--- config.mk ---
export PLATFORM = sky130hd
export DESIGN_NAME = sccpu_uart_tx_flat
export DESIGN_NICKNAME = d
export VERILOG_FILES = /design/src/rtl/sccpu_uart_tx_if.sv /design/src/rtl/sccpu_uart_tx.sv /design/src/flat_wrapper.sv
export SDC_FILE = /design/constraint.sdc
export NUM_CORES = 1
export LEC_CHECK = 0
export ABC_AREA = 1
export CAP_MARGIN = 10
export CORE_ASPECT_RATIO = 1.4
export CORE_UTILIZATION = 60
export CTS_BUF_LIST = sky130_fd_sc_hd__clkbuf_8
export DETAILED_ROUTE_END_ITERATION = 16
export PLACE_DENSITY = 0.88
export RECOVER_POWER = 50
export SYNTH_ARGS = -nofsm -noshare
export SYNTH_HDL_FRONTEND = slang
export SYNTH_SLANG_ARGS = --single-unit
--- constraint.sdc ---
create_clock -name clock -period 4 [get_ports clock]
set_clock_uncertainty 0.15 [all_clocks]
set_input_delay 1 -clock clock [delete_from_list [all_inputs] [get_ports clock]]
set_output_delay 1 -clock clock [all_outputs]
set_load 0.01 [all_outputs]
--- src/rtl/sccpu_uart_tx_if.sv ---
// Data-memory bus between the single-cycle CPU and a memory-mapped peripheral.
// The CPU (master) drives the ALU address, store data and write enable; the
// peripheral (slave) returns its window-claim flag and load data.
interface sccpu_uart_tx_if;
    logic [31:0] addr;
    logic [31:0] wdata;
    logic        we;
    logic        sel;
    logic [31:0] rdata;

    modport master (
        output addr,
        output wdata,
        output we,
        input  sel,
        input  rdata
    );

    modport slave (
        input  addr,
        input  wdata,
        input  we,
        output sel,
        output rdata
    );
endinterface

--- src/rtl/sccpu_uart_tx.sv ---
// Memory-mapped UART transmitter for the single-cycle CPU data-memory port.
// Registers: TXDATA (+0x0, push), STATUS (+0x4), DIV (+0x8). Bytes are queued
// in a circular FIFO and sent LSB first at div clocks per bit.
// Optional feature macro: UART_TX_PARITY_EN adds an even parity bit (8E1) and
// sets STATUS bit 8; when undefined the frame is 8N1.
module sccpu_uart_tx #(
    parameter logic [31:0] BASE       = 32'h0000_FF00,
    parameter int          DEPTH_LOG2 = 3,
    parameter logic [15:0] DIV_RESET  = 16'd434
) (
    input  logic           clock,
    input  logic           reset,
    sccpu_uart_tx_if.slave bus,
    output logic           txd,
    output logic           irq
);
    localparam int                  DEPTH     = 2 ** DEPTH_LOG2;
    localparam logic [DEPTH_LOG2:0] DEPTH_CNT = (DEPTH_LOG2 + 1)'(DEPTH);
    localparam logic [1:0]          OFF_TXDATA = 2'd0;
    localparam logic [1:0]          OFF_STATUS = 2'd1;
    localparam logic [1:0]          OFF_DIV    = 2'd2;

`ifdef UART_TX_PARITY_EN
    typedef enum logic [2:0] {S_IDLE, S_START, S_DATA, S_PARITY, S_STOP} state_t;
`else
    typedef enum logic [2:0] {S_IDLE, S_START, S_DATA, S_STOP} state_t;
`endif

    // A divisor of zero would never end a bit period, so it is stored as 1.
    function automatic logic [15:0] clamp_div(input logic [15:0] value);
        return (value == 16'd0) ? 16'd1 : value;
    endfunction

    logic [7:0]            mem [DEPTH];
    logic [DEPTH_LOG2-1:0] wr_ptr;
    logic [DEPTH_LOG2-1:0] rd_ptr;
    logic [DEPTH_LOG2:0]   count;
    logic                  ovf;
    logic [15:0]           div;
    logic [15:0]           baud_cnt;
    logic [15:0]           baud_cnt_nxt;
    state_t                state;
    state_t                state_nxt;
    logic [7:0]            shift;
    logic [7:0]            shift_nxt;
    logic [2:0]            bit_idx;
    logic [2:0]            bit_idx_nxt;
`ifdef UART_TX_PARITY_EN
    logic [7:0]            tx_byte;
`endif

    logic        sel;
    logic [31:0] rdata;
    logic [31:0] status;
    logic        fifo_full;
    logic        fifo_empty;
    logic        wr_acc;
    logic        push_req;
    logic        push;
    logic        pop;
    logic        div_wr;
    logic        ovf_clr;
    logic        unused_bits;

    assign sel         = (bus.addr[31:4] == BASE[31:4]) && (bus.addr[3:2] != 2'b11);
    assign bus.sel     = sel;
    assign bus.rdata   = rdata;
    assign unused_bits = ^{bus.wdata[31:16], bus.addr[1:0]};

    assign fifo_full  = (count == DEPTH_CNT);
    assign fifo_empty = (count == '0);
    assign wr_acc     = bus.we & sel;
    assign push_req   = wr_acc && (bus.addr[3:2] == OFF_TXDATA);
    assign push       = push_req && !fifo_full;
    assign div_wr     = wr_acc && (bus.addr[3:2] == OFF_DIV);
    assign ovf_clr    = wr_acc && (bus.addr[3:2] == OFF_STATUS) && bus.wdata[3];

    // Assemble STATUS from the registered FIFO/FSM state.
    always_comb begin
        status      = '0;
        status[0]   = fifo_full;
        status[1]   = fifo_empty;
        status[2]   = (state != S_IDLE);
        status[3]   = ovf;
        status[7:4] = 4'(count);
`ifdef UART_TX_PARITY_EN
        status[8]   = 1'b1;
`endif
    end

    // Load data mux; loads see state from before this cycle's edge.
    always_comb begin
        rdata = '0;
        if (sel) begin
            case (bus.addr[3:2])
                OFF_STATUS: rdata = status;
                OFF_DIV:    rdata = {16'b0, div};
                default:    rdata = '0;
            endcase
        end
    end

    // FIFO pointers, occupancy and sticky overflow flag.
    always_ff @(posedge clock or negedge reset) begin
        if (!reset) begin
            wr_ptr <= '0;
            rd_ptr <= '0;
            count  <= '0;
            ovf    <= 1'b0;
        end else begin
            if (push) wr_ptr <= wr_ptr + 1'b1;
            if (pop)  rd_ptr <= rd_ptr + 1'b1;
            case ({push, pop})
                2'b10:   count <= count + 1'b1;
                2'b01:   count <= count - 1'b1;
                default: count <= count;
            endcase
            if (push_req && fifo_full) ovf <= 1'b1;
            else if (ovf_clr)          ovf <= 1'b0;
        end
    end

    // FIFO storage; contents need no reset because count gates every read.
    always_ff @(posedge clock) begin
        if (push) mem[wr_ptr] <= bus.wdata[7:0];
    end

    // Baud divisor register; a new value is picked up at the next bit reload.
    always_ff @(posedge clock or negedge reset) begin
        if (!reset)      div <= DIV_RESET;
        else if (div_wr) div <= clamp_div(bus.wdata[15:0]);
    end

    // Transmit FSM next state, baud counter, bit counter and FIFO pop.
    always_comb begin
        state_nxt    = state;
        baud_cnt_nxt = baud_cnt;
        shift_nxt    = shift;
        bit_idx_nxt  = bit_idx;
        pop          = 1'b0;
        case (state)
            S_IDLE: begin
                if (!fifo_empty) begin
                    pop          = 1'b1;
                    shift_nxt    = mem[rd_ptr];
                    bit_idx_nxt  = 3'd0;
                    baud_cnt_nxt = div - 16'd1;
                    state_nxt    = S_START;
                end
            end
            S_START: begin
                if (baud_cnt == 16'd0) begin
                    baud_cnt_nxt = div - 16'd1;
                    state_nxt    = S_DATA;
                end else begin
                    baud_cnt_nxt = baud_cnt - 16'd1;
                end
            end
            S_DATA: begin
                if (baud_cnt == 16'd0) begin
                    baud_cnt_nxt = div - 16'd1;
                    if (bit_idx == 3'd7) begin
`ifdef UART_TX_PARITY_EN
                        state_nxt = S_PARITY;
`else
                        state_nxt = S_STOP;
`endif
                    end else begin
                        shift_nxt   = {1'b0, shift[7:1]};
                        bit_idx_nxt = bit_idx + 3'd1;
                    end
                end else begin
                    baud_cnt_nxt = baud_cnt - 16'd1;
                end
            end
`ifdef UART_TX_PARITY_EN
            S_PARITY: begin
                if (baud_cnt == 16'd0) begin
                    baud_cnt_nxt = div - 16'd1;
                    state_nxt    = S_STOP;
                end else begin
                    baud_cnt_nxt = baud_cnt - 16'd1;
                end
            end
`endif
            S_STOP: begin
                if (baud_cnt == 16'd0) begin
                    state_nxt = S_IDLE;
                end else begin
                    baud_cnt_nxt = baud_cnt - 16'd1;
                end
            end
            default: state_nxt = S_IDLE;
        endcase
    end

    // Transmit FSM control registers.
    always_ff @(posedge clock or negedge reset) begin
        if (!reset) begin
            state    <= S_IDLE;
            baud_cnt <= '0;
            bit_idx  <= '0;
        end else begin
            state    <= state_nxt;
            baud_cnt <= baud_cnt_nxt;
            bit_idx  <= bit_idx_nxt;
        end
    end

    // Transmit data shift register (and parity source byte).
    always_ff @(posedge clock) begin
        shift <= shift_nxt;
`ifdef UART_TX_PARITY_EN
        if (pop) tx_byte <= mem[rd_ptr];
`endif
    end

    // Serial line follows the FSM state, so reset forces it high at once.
    always_comb begin
        case (state)
            S_START:  txd = 1'b0;
            S_DATA:   txd = shift[0];
`ifdef UART_TX_PARITY_EN
            S_PARITY: txd = ^tx_byte;
`endif
            default:  txd = 1'b1;
        endcase
    end

    // Interrupt when nothing is queued and the line is idle, one cycle late.
    always_ff @(posedge clock or negedge reset) begin
        if (!reset) irq <= 1'b1;
        else        irq <= (state == S_IDLE) && fifo_empty;
    end
endmodule

--- src/flat_wrapper.sv ---
// flat-port wrapper written by rule: the top's interface ports become plain ports
module sccpu_uart_tx_flat 
#(
    parameter logic [31:0] BASE       = 32'h0000_FF00,
    parameter int          DEPTH_LOG2 = 3,
    parameter logic [15:0] DIV_RESET  = 16'd434
)
  (clock, reset, txd, irq, bus_addr, bus_wdata, bus_we, bus_sel, bus_rdata);
  sccpu_uart_tx_if bus_i ();
  input  logic clock;
  input  logic reset;
  output logic txd;
  output logic irq;
  input wire logic [$bits(bus_i.addr)-1:0] bus_addr;
  input wire logic [$bits(bus_i.wdata)-1:0] bus_wdata;
  input wire logic [$bits(bus_i.we)-1:0] bus_we;
  output wire logic [$bits(bus_i.sel)-1:0] bus_sel;
  output wire logic [$bits(bus_i.rdata)-1:0] bus_rdata;
  assign bus_i.addr = bus_addr;
  assign bus_i.wdata = bus_wdata;
  assign bus_i.we = bus_we;
  assign bus_sel = bus_i.sel;
  assign bus_rdata = bus_i.rdata;
  sccpu_uart_tx #(.BASE(BASE), .DEPTH_LOG2(DEPTH_LOG2), .DIV_RESET(DIV_RESET)) u_core (.clock(clock), .reset(reset), .bus(bus_i), .txd(txd), .irq(irq));
endmodule
==> results of run 1 <==
power breakdown:
| part | internal (µW) | switching [µW] |
|---|---|---|
| registers | 1320 | 0.000142 |
| clock network | 681 | 518 |
| logic | 50.0 | 55.3 |
final cells by class:
| cell class | count | area (µm²) |
|---|---|---|
| Timing Repair Buffer | 86 | 776 |
| Clock buffer | 17 | 234 |
| Sequential cell | 121 | 3400 |
| Tap cell | 138 | 173 |
| Fill cell | 731 | 2690 |
| Multi-Input combinational cell | 548 | 2720 |
| Clock inverter | 15 | 201 |
| Inverter | 72 | 270 |
Yosys cell counts:
library cell,number
sky130_fd_sc_hd__nor3_1,13
sky130_fd_sc_hd__inv_2,3
sky130_fd_sc_hd__a21oi_1,24
sky130_fd_sc_hd__buf_6,1
sky130_fd_sc_hd__o21ai_0,60
sky130_fd_sc_hd__clkinv_1,3
sky130_fd_sc_hd__a22oi_1,1
sky130_fd_sc_hd__dfrtp_1,43
sky130_fd_sc_hd__buf_2,4
sky130_fd_sc_hd__o211ai_1,1
sky130_fd_sc_hd__clkbuf_1,15
sky130_fd_sc_hd__o21ai_4,1
sky130_fd_sc_hd__nand2_1,161
sky130_fd_sc_hd__edfxtp_1,72
sky130_fd_sc_hd__nand4_1,10
sky130_fd_sc_hd__ha_1,17
sky130_fd_sc_hd__or2_1,1
sky130_fd_sc_hd__nand2_2,1
sky130_fd_sc_hd__nor2_4,2
sky130_fd_sc_hd__o221ai_1,14
sky130_fd_sc_hd__xnor2_1,4
sky130_fd_sc_hd__o22ai_1,2
sky130_fd_sc_hd__buf_1,1
sky130_fd_sc_hd__a21oi_2,1
sky130_fd_sc_hd__nor2_1,138
sky130_fd_sc_hd__dfstp_2,6
sky130_fd_sc_hd__nand3_4,1
sky130_fd_sc_hd__o21a_1,1
sky130_fd_sc_hd__and3_1,3
sky130_fd_sc_hd__conb_1,1
sky130_fd_sc_hd__nand3_1,46
sky130_fd_sc_hd__nand3b_1,4
sky130_fd_sc_hd__inv_1,66
sky130_fd_sc_hd__o31ai_1,1
sky130_fd_sc_hd__buf_4,16
sky130_fd_sc_hd__xor2_1,16
sky130_fd_sc_hd__nor4_1,4
sky130_fd_sc_hd__nor2_2,4
sky130_fd_sc_hd__nor3_2,1
logic make-up after synthesis:
kind of cell	Yosys count
XOR/XNOR	20
other	1
flip-flops	121
adder cells (fa/ha/maj)	17
AND/OR/NAND/NOR	389
buffers and inverters	109
AO/OA/AOI/OAI	106
routing by layer:
layer | vias up | GRT usage, % | share of wire [%]
met5 | - | 0 | 0
met4 | 0 | 20.5 | 5.4
met3 | 78 | 5.35 | 6.0
met2 | 304 | 53.8 | 53
met1 | 2647 | 31.8 | 36
li1 | 2675 | - | -
flip-flops by register name (all words and copies together), names as in the netlist, 2 cells and up:
signal,cells
u_core.mem,64
u_core.div,16
u_core.shift,8
u_core.wr_ptr,3
u_core.count,4
u_core.rd_ptr,3
u_core.bit_idx,3
u_core.baud_cnt,16
u_core.state,2
worst paths after layout:
check | startpoint | end | slack [ns] | cells after the start
min in group asynchronous | reset | u_core.baud_cnt[12]$_DFFE_PN0P_ | 0.87 | 1
min reg2reg | u_core.bit_idx[1]$_DFFE_PN0P_ | u_core.bit_idx[1]$_DFFE_PN0P_ | 0.35 | 2
min | u_core.bit_idx[1]$_DFFE_PN0P_ | u_core.bit_idx[1]$_DFFE_PN0P_ | 0.35 | 2
max in group asynchronous | reset | u_core.baud_cnt[1]$_DFFE_PN0P_ | 1.09 | 2
max | bus_addr[2] | bus_rdata[0] | 0.15 | 10
max reg2reg | u_core.state[0]$_DFFE_PN0P_ | u_core.count[2]$_DFFE_PN0P_ | 0.73 | 11
worst max-delay path: stages:
cell	delay, ns
sky130_fd_sc_hd__clkdlybuf4s50_1	0.44
sky130_fd_sc_hd__ha_1	0.23
sky130_fd_sc_hd__nor2_1	0.10
sky130_fd_sc_hd__nand2_1	0.06
sky130_fd_sc_hd__nor2_1	0.11
sky130_fd_sc_hd__nand2_2	0.09
sky130_fd_sc_hd__nor2_4	0.12
sky130_fd_sc_hd__nand2_4	0.10
sky130_fd_sc_hd__a21oi_1	0.15
sky130_fd_sc_hd__dlygate4sd2_1	0.29
what timing repair did:
item                       4_1_cts  5_1_grt
setup endpoints to repair       16        9
hold endpoints to repair         0        0
gates resized for setup         20       19
hold buffers                     0        0
pin swaps                        1        1
cloned                           0        0
stage by stage:
step                      std cells  area [µm²]
after floorplan                 778        6580
after global placement          965        7350
after detailed placement        965        7350
after CTS                       997        7770
after global routing            997        7770
final                           997        7770
==> impl_table.tex, run 1 <==
\begin{tabular}{lr}
\hline
Metric & Value \\
\hline
\multicolumn{2}{l}{\textbf{Status}} \\
Outcome & complete, but fails checks \\
Violated checks & max-capacitance violations, max-slew violations \\
\multicolumn{2}{l}{\textbf{Clock tree}} \\
Total number of H-tree levels & 4 \\
Buffer levels on the longest clock path & 2 \\
CTS sink cnt & 121 \\
Number of buffers created by CTS & 17 \\
TritonCTS clock tree & yes \\
Clk Latency, worst-skew pair & around 0.44 ns \\
Number of post-CTS setup repair buffers & 0 \\
Root Buffer & sky130\_fd\_sc\_hd\_\_clkbuf\_8 \\
Clock edge transition at the registers on the reported setup and hold paths & roughly 0.070 ns \\
\multicolumn{2}{l}{\textbf{Final layout}} \\
Most common cell after layout, fill and taps aside & sky130\_fd\_sc\_hd\_\_nand2\_1 \\
Layout area overhead & 19.2\% \\
Net count reported at finish & 930 \\
Highest-count cells in the layout ignoring fill and taps & sky130\_fd\_sc\_hd\_\_nand2\_1 (159), sky130\_fd\_sc\_hd\_\_nor2\_1 (138), sky130\_fd\_sc\_hd\_\_edfxtp\_1 (72) \\
Inserted Diodes & 0 \\
Final standard cell utilization of the core & around 74\% \\
Share of post-route cells with drive strength above 1 & under 10\% \\
\multicolumn{2}{l}{\textbf{Critical path}} \\
Crit path launch type & input pin \\
Nature of the critical path endpoint & primary output \\
CP max FO & 8 \\
CP Class & in -> out \\
Data arrival, critical path & about 2.7 ns \\
Req. time, crit path & 2.85 ns \\
\multicolumn{2}{l}{\textbf{Pwr}} \\
Power density over the cells & approximately 340 mW/mm² \\
Worst VDD drop & 0.227 mV \\
Overall power after layout & 2630 µW \\
Pleak & around 0.0033 µW \\
\multicolumn{2}{l}{\textbf{Logic synthesis}} \\
Fraction of synthesized area in multiplexers & 0\% \\
Simple-gate portion of the synthesized area & about 25\% \\
Cell taking the most area after synthesis & sky130\_fd\_sc\_hd\_\_edfxtp\_1 \\
Mean post-synth cell area & $\sim$8.5 µm² \\
Synth Area in Compound Gates & a little under a tenth \\
Gate count after technology mapping & between 700 and 800 \\
Number of unique standard cell types used by synthesis & 39 \\
Adder and majority cell fraction of the synthesized area & under 10\% \\
Sequential fraction of the synthesis area & between 50\% and 60\% \\
Area share of the largest cell type after synthesis & approximately a third \\
Synthesized area & between 0.006 and 0.007 mm² \\
Number of warning messages in the yosys log & 0 \\
Main combinational cell family by area after synthesis & simple AND/OR/NAND/NOR gates \\
Xor and xnor fraction of the mapped netlist area & between 2 and 3\% \\
Flops \& latches, synth & 121 \\
Area contributors post-synth & sky130\_fd\_sc\_hd\_\_edfxtp\_1 (33\%), sky130\_fd\_sc\_hd\_\_dfrtp\_1 (17\%), sky130\_fd\_sc\_hd\_\_nand2\_1 (9.3\%) \\
\multicolumn{2}{l}{\textbf{Place}} \\
Sum of net half-perimeters after detailed placement & 11,200 µm \\
Worst Setup Slack post-DPL & -0.242 ns \\
Number of port buffers & 67 \\
Gp weighted congestion & 0.954 \\
\multicolumn{2}{l}{\textbf{STA}} \\
Max\_slew headroom & -17.1\% \\
Achievable clock frequency & between 0.2 and 0.3 GHz \\
Unrepaired setup endpoints after global routing & no \\
Total Negative Setup Slacks & 0 ns \\
Minimum clock period & 3.85 ns \\
Worst Hold Slack & roughly 0.35 ns \\
Final worst path period share & 96.2\% \\
Pin slew with the least headroom to its limit & between 1.5 and 2 ns \\
Finish-stage setup viols & 0 \\
Number of failing hold endpoints at the final stage & 0 \\
Setup WS post-layout & around 0.15 ns \\
Pins Over Slew Limit & 33 \\
\multicolumn{2}{l}{\textbf{Floorplanning}} \\
Die area & about 0.011 mm² \\
IO Count & 102 \\
Core outline area & roughly 0.010 mm² \\
Die outline height & approximately 130 µm \\
Starting density of the core & about 62\% \\
Width of the die & around 90 µm \\
Row count & between 40 and 50 \\
\multicolumn{2}{l}{\textbf{Detailed routing}} \\
First drt pass iteration count & 5 \\
DR vias & between 5,000 and 6,000 \\
DRT iter0 DRCs & roughly 480 \\
Final antenna-violating net count & 0 \\
Total length of routed wires & 16,000 µm \\
Drt drc & 0 \\
DR WL/cell & about 16 µm \\
Avg Vias per Cell & about 5.7 \\
\multicolumn{2}{l}{\textbf{Global routing}} \\
Total Routing Usage GR & 30.0\% \\
Overflow left after global routing & 0 \\
Antenna violations before repair & 0 \\
Maximum number of pins on one net before global-route repair & 35 \\
Global-route wire length before repair & 26,500 µm \\
Via count of the first global-routing pass & around 6,000 \\
\multicolumn{2}{l}{\textbf{Run}} \\
Max-capacitance violation count & 1 \\
\multicolumn{2}{l}{\textbf{Worst hold path}} \\
Classification of the worst-slack hold path & reg -> reg \\
\hline
\end{tabular}
No activity file was read; power rests on OpenSTA's default activity.
==> inputs of run 2 (changes only) <==
Settings changed: ABC_AREA 1 to not set, CORE_UTILIZATION 60 to 56, PLACE_DENSITY 0.88 to 0.83.
Clock period 4 ns to 4.3 ns, I/O delays scaled along.
==> run 2 against run 1 <==
Compared with the run above: sequential power decreased by 7%; critical path depth decreased by 2; largest power group unchanged; the run still ends with max-capacitance violations, max-slew violations left; non-clock buffer count increased by 15.
==> impl_table.tex, run 2 <==
\begin{tabular}{lr}
\hline
Metric & Value \\
\hline
\multicolumn{2}{l}{\textbf{Final layout}} \\
Inserted Diodes & 0 (unchanged) \\
Most common cell after layout, fill and taps aside & sky130\_fd\_sc\_hd\_\_edfxtp\_1 (was sky130\_fd\_sc\_hd\_\_nand2\_1) \\
Biggest regs & u\_core.mem (64), u\_core.baud\_cnt (16), u\_core.div (16) (unchanged) \\
Top reg by flops & u\_core.mem (unchanged) \\
FILL cells & 717 (was 731) \\
Sequential cell area & 0.00340 mm² (unchanged) \\
Layout area overhead & 21.4\% (was 19.2\%) \\
Highest-count cells in the layout ignoring fill and taps & sky130\_fd\_sc\_hd\_\_edfxtp\_1 (72), sky130\_fd\_sc\_hd\_\_dfrtp\_1 (43), sky130\_fd\_sc\_hd\_\_clkdlybuf4s50\_1 (36) (was sky130\_fd\_sc\_hd\_\_nand2\_1 (159), sky130\_fd\_sc\_hd\_\_nor2\_1 (138), sky130\_fd\_sc\_hd\_\_edfxtp\_1 (72)) \\
Cell area after layout & 0.00754 mm² (was 0.00777 mm²) \\
Number of flip-flops in the largest register & 64 (unchanged) \\
Net count reported at finish & 668 (was 930) \\
Non-filler cells in the finished layout & 738 (was 997) \\
Footprint of the multi-input gates & 0.00263 mm² (was 0.00272 mm²) \\
Share of post-route cells with drive strength above 1 & 24.6\% (was 8.73\%) \\
\multicolumn{2}{l}{\textbf{Clock tree}} \\
Buffer levels on the longest clock path & 2 (unchanged) \\
Total number of H-tree levels & 4 (unchanged) \\
Number of buffers created by CTS & 17 (unchanged) \\
CTS sink cnt & 121 (unchanged) \\
Number of buffers inserted for hold repair after clock tree synthesis & 0 (unchanged) \\
TritonCTS clock tree & yes (unchanged) \\
Clk Latency, worst-skew pair & 0.44 ns (about the same) \\
Clock edge transition at the registers on the reported setup and hold paths & 0.07 ns (about the same) \\
Root Buffer & sky130\_fd\_sc\_hd\_\_clkbuf\_8 (unchanged) \\
\multicolumn{2}{l}{\textbf{STA}} \\
Max\_slew headroom & -33.2\% (was -17.1\%) \\
Final worst path period share & between 90\% and 100\% \\
Achievable clock frequency & 0.245 GHz \\
Pins Over Slew Limit & 38 (was 33) \\
Worst Hold Slack & 0.363 ns (was 0.348 ns) \\
Total Negative Setup Slacks & 0 ns (unchanged) \\
Number of failing hold endpoints at the final stage & 0 (unchanged) \\
Minimum clock period & 4.08 ns \\
Unrepaired setup endpoints after global routing & no (unchanged) \\
Pin slew with the least headroom to its limit & 2.00 ns (was 1.76 ns) \\
Finish-stage setup viols & 0 (unchanged) \\
Setup WS post-layout & 0.220 ns (was 0.150 ns) \\
\multicolumn{2}{l}{\textbf{Critical path}} \\
Req. time, crit path & 3.07 ns (was 2.85 ns) \\
Number of buffer and inverter instances along the worst setup path & 4 (was 2) \\
CP Class & in -> out (unchanged) \\
Crit path launch type & input pin (unchanged) \\
Crit path cell chain & clkdlybuf4s50\_1 -> or3\_1 -> nor4\_4 -> buf\_4 -> and2\_4 -> buf\_4 -> and3\_1 -> clkbuf\_2 (was clkdlybuf4s50\_1 -> ha\_1 -> nor2\_1 -> nand2\_1 -> nor2\_1 -> nand2\_2 -> nor2\_4 -> nand2\_4 -> a21oi\_1 -> dlygate4sd2\_1) \\
Nature of the critical path endpoint & primary output (unchanged) \\
CP max FO & 9 (was 8) \\
Data arrival, critical path & 2.85 ns (was 2.70 ns) \\
Crit-path slowest cell & sky130\_fd\_sc\_hd\_\_or3\_1 (was sky130\_fd\_sc\_hd\_\_clkdlybuf4s50\_1) \\
Most frequent cell on the critical path & sky130\_fd\_sc\_hd\_\_buf\_4 (was sky130\_fd\_sc\_hd\_\_nor2\_1) \\
Family with the most delay on the worst path & simple AND/OR/NAND/NOR gates (was buffers and inverters) \\
Largest stage delay on the critical path & 0.42 ns (was 0.44 ns) \\
\multicolumn{2}{l}{\textbf{Logic synthesis}} \\
Sequential fraction of the synthesis area & 54.6\% (was 52.1\%) \\
Area share of the largest cell type after synthesis & 34.8\% (was 33.2\%) \\
Dominant cell by count in the synthesized netlist & sky130\_fd\_sc\_hd\_\_edfxtp\_1 (was sky130\_fd\_sc\_hd\_\_nand2\_1) \\
Synth Flop Type & sky130\_fd\_sc\_hd\_\_edfxtp\_1 (unchanged) \\
Number of warning messages in the yosys log & 0 (unchanged) \\
Flops \& latches, synth & 121 (unchanged) \\
Synthesized area & 0.00621 mm² (was 0.00652 mm²) \\
Commonest cells in the netlist & sky130\_fd\_sc\_hd\_\_edfxtp\_1 (72), sky130\_fd\_sc\_hd\_\_dfrtp\_1 (43), sky130\_fd\_sc\_hd\_\_nor2\_1 (27) (was sky130\_fd\_sc\_hd\_\_nand2\_1 (161), sky130\_fd\_sc\_hd\_\_nor2\_1 (138), sky130\_fd\_sc\_hd\_\_edfxtp\_1 (72)) \\
Number of unique standard cell types used by synthesis & 67 (was 39) \\
Mean post-synth cell area & 12.7 µm² (was 8.55 µm²) \\
Area contributors post-synth & sky130\_fd\_sc\_hd\_\_edfxtp\_1 (35\%), sky130\_fd\_sc\_hd\_\_dfrtp\_1 (17\%), sky130\_fd\_sc\_hd\_\_mux4\_2 (5.8\%) (was sky130\_fd\_sc\_hd\_\_edfxtp\_1 (33\%), sky130\_fd\_sc\_hd\_\_dfrtp\_1 (17\%), sky130\_fd\_sc\_hd\_\_nand2\_1 (9.3\%)) \\
Cell taking the most area after synthesis & sky130\_fd\_sc\_hd\_\_edfxtp\_1 (unchanged) \\
Number of enable-type register cells in the synthesized netlist & 72 (unchanged) \\
Gate count after technology mapping & 490 (was 763) \\
Ys async rst share & 40.5\% (unchanged) \\
\multicolumn{2}{l}{\textbf{Place}} \\
Worst Setup Slack post-DPL & -0.373 ns (was -0.242 ns) \\
Sum of net half-perimeters after detailed placement & 9490 µm (was 11,200 µm) \\
Placed cell count & 694 (was 965) \\
Total cell area at the placement stage & 0.00705 mm² (was 0.00735 mm²) \\
Number of port buffers & 67 (unchanged) \\
Gp weighted congestion & 0.917 (was 0.954) \\
\multicolumn{2}{l}{\textbf{Status}} \\
Outcome & complete, but fails checks (unchanged) \\
Violated checks & max-capacitance violations, max-slew violations (unchanged) \\
\multicolumn{2}{l}{\textbf{Floorplanning}} \\
Starting density of the core & 57.5\% (was 62.3\%) \\
Die outline height & 127 µm (was 125 µm) \\
Die area & 0.0115 mm² (was 0.0113 mm²) \\
Width of the die & 91.0 µm (was 90.1 µm) \\
Core outline area & 0.0108 mm² (was 0.0105 mm²) \\
Row count & 45 (was 44) \\
IO Count & 102 (unchanged) \\
\multicolumn{2}{l}{\textbf{Global routing}} \\
Global-route wire length before repair & 22,800 µm (was 26,500 µm) \\
Total Routing Usage GR & 26.1\% (was 30.0\%) \\
Via count of the first global-routing pass & 4,594 (was 5,839) \\
Overflow left after global routing & 0 (unchanged) \\
Maximum number of pins on one net before global-route repair & 50 (was 35) \\
Antenna violations before repair & 0 (unchanged) \\
\multicolumn{2}{l}{\textbf{Detailed routing}} \\
Final antenna-violating net count & 0 (unchanged) \\
Drt drc & 0 (unchanged) \\
DR vias & 4,513 (was 5,704) \\
Avg Vias per Cell & 6.12 (was 5.72) \\
DR WL/cell & 19.3 µm (was 16.0 µm) \\
First drt pass iteration count & 6 (was 5) \\
DRT iter0 DRCs & 526 (was 484) \\
Total length of routed wires & 14,200 µm (was 16,000 µm) \\
\multicolumn{2}{l}{\textbf{Pwr}} \\
Psw & 570 µW (was 574 µW) \\
Worst VDD drop & 0.293 mV (was 0.227 mV) \\
Part of the total power dissipated in the clock network & 45.5\% (was 45.6\%) \\
Part of the power in combinational logic & 4.2\% (was 4.0\%) \\
Fraction of power spent switching nets & 23.3\% (was 21.8\%) \\
Internal power & 1880 µW (was 2050 µW) \\
Pleak & 0.00300 µW (was 0.00332 µW) \\
Power density over the cells & 324 mW/mm² (was 338 mW/mm²) \\
Sequential share of power & 50.4\% (about the same) \\
\multicolumn{2}{l}{\textbf{Run}} \\
Max-capacitance violation count & 1 (unchanged) \\
\multicolumn{2}{l}{\textbf{Worst hold path}} \\
Classification of the worst-slack hold path & reg -> reg (unchanged) \\
\hline
\end{tabular}
[run 2: cell types whose count changed in the layout (fill, tap and decap cells not counted), moves of 13 or more]
cell,change
sky130_fd_sc_hd__nand3_1,-40
sky130_fd_sc_hd__nor2_1,-111
sky130_fd_sc_hd__inv_1,-47
sky130_fd_sc_hd__o221ai_1,-13
sky130_fd_sc_hd__nand2_1,-137
sky130_fd_sc_hd__mux4_2,+16
sky130_fd_sc_hd__buf_4,+17
sky130_fd_sc_hd__o21ai_0,-40
sky130_fd_sc_hd__a21oi_1,-14
sky130_fd_sc_hd__mux2_2,+18
[run 2: path summary, 6_finish.rpt]
check | startpoint | depth (start not counted) | end | slack [ns]
worst max-delay path | bus_addr[17] | 8 | bus_rdata[8] | 0.22
worst min-delay path | u_core.baud_cnt[11]$_DFFE_PN0P_ | 1 | u_core.baud_cnt[11]$_DFFE_PN0P_ | 0.36
worst max register to register | u_core.baud_cnt[0]$_DFFE_PN0P_ | 8 | u_core.baud_cnt[14]$_DFFE_PN0P_ | 0.46
worst min register to register | u_core.baud_cnt[11]$_DFFE_PN0P_ | 1 | u_core.baud_cnt[11]$_DFFE_PN0P_ | 0.36
max in group asynchronous | reset | 2 | u_core.div[3]$_DFFE_PN0P_ | 1.18
min in group asynchronous | reset | 1 | u_core.baud_cnt[12]$_DFFE_PN0P_ | 0.51
[run 2: timing repair]
| action | CTS | global route |
|---|---|---|
| gates resized for setup | 23 | 44 |
| endpoints found under the setup margin | 17 | 24 |
| pin swaps | 2 | 6 |
| gates cloned | 0 | 0 |
| setup buffers | 8 | 4 |
[run 2: cell families (layout without fill, tap and decap cells)]
group	count (synthesis)	after routing	share of synthesized area, %
xor gates and xnor gates	20	20	2.82
muxes	47	47	11.3
buffers and inverters	59	151	4.93
and+or+nand+nor	141	141	13.0
AOI/OAI and AO/OA	84	84	9.83
DFF	121	121	54.6
other	1	16	0.0603
adders and majority gates	17	17	3.42
[run 2: power by group through the flow]
stage	Sequential [µW]	Combinational [µW]	Clock, µW
6_report	1230	102	1110
2_1_floorplan	1260	39.5	0
5_1_grt	1230	111	1180
3_5_place_dp	1260	101	0
3_3_place_gp	1260	98.9	0
4_1_cts	1230	102	1120
[run 2: metrics by stage]
step	total power, µW	utilization (%)
6_report	2450	69.8
3_5_place_dp	1360	65.2
5_1_grt	2520	69.8
3_3_place_gp	1360	65.2
4_1_cts	2450	69.8
2_1_floorplan	1300	-
[run 2: per-layer routing]
layer / vias to the layer above / global-route usage (%) / share of wire [%]
li1: 2042 / - / -
met1: 2203 / 30.8 / 38
met2: 232 / 45.9 / 53
met3: 36 / 6.12 / 6.7
met4: 0 / 10.7 / 2.7
met5: - / 0 / 0
[run 2: area by class of cell]
type                    instances  share of cell area [%]
clock buffers                  17                    3.10
clock inverters                15                    2.67
inverters                      18                   0.896
multi-input cells             325                    34.8
flip-flops and latches        121                    45.0
well taps                     141                    2.34
repair buffers                101                    11.2
==> inputs of run 3 (changes only) <==
Settings changed: GPL_ROUTABILITY_DRIVEN set to 1.
==> results of run 3 <==
The final DEF is identical to that of run 2; final timing and power are the same.
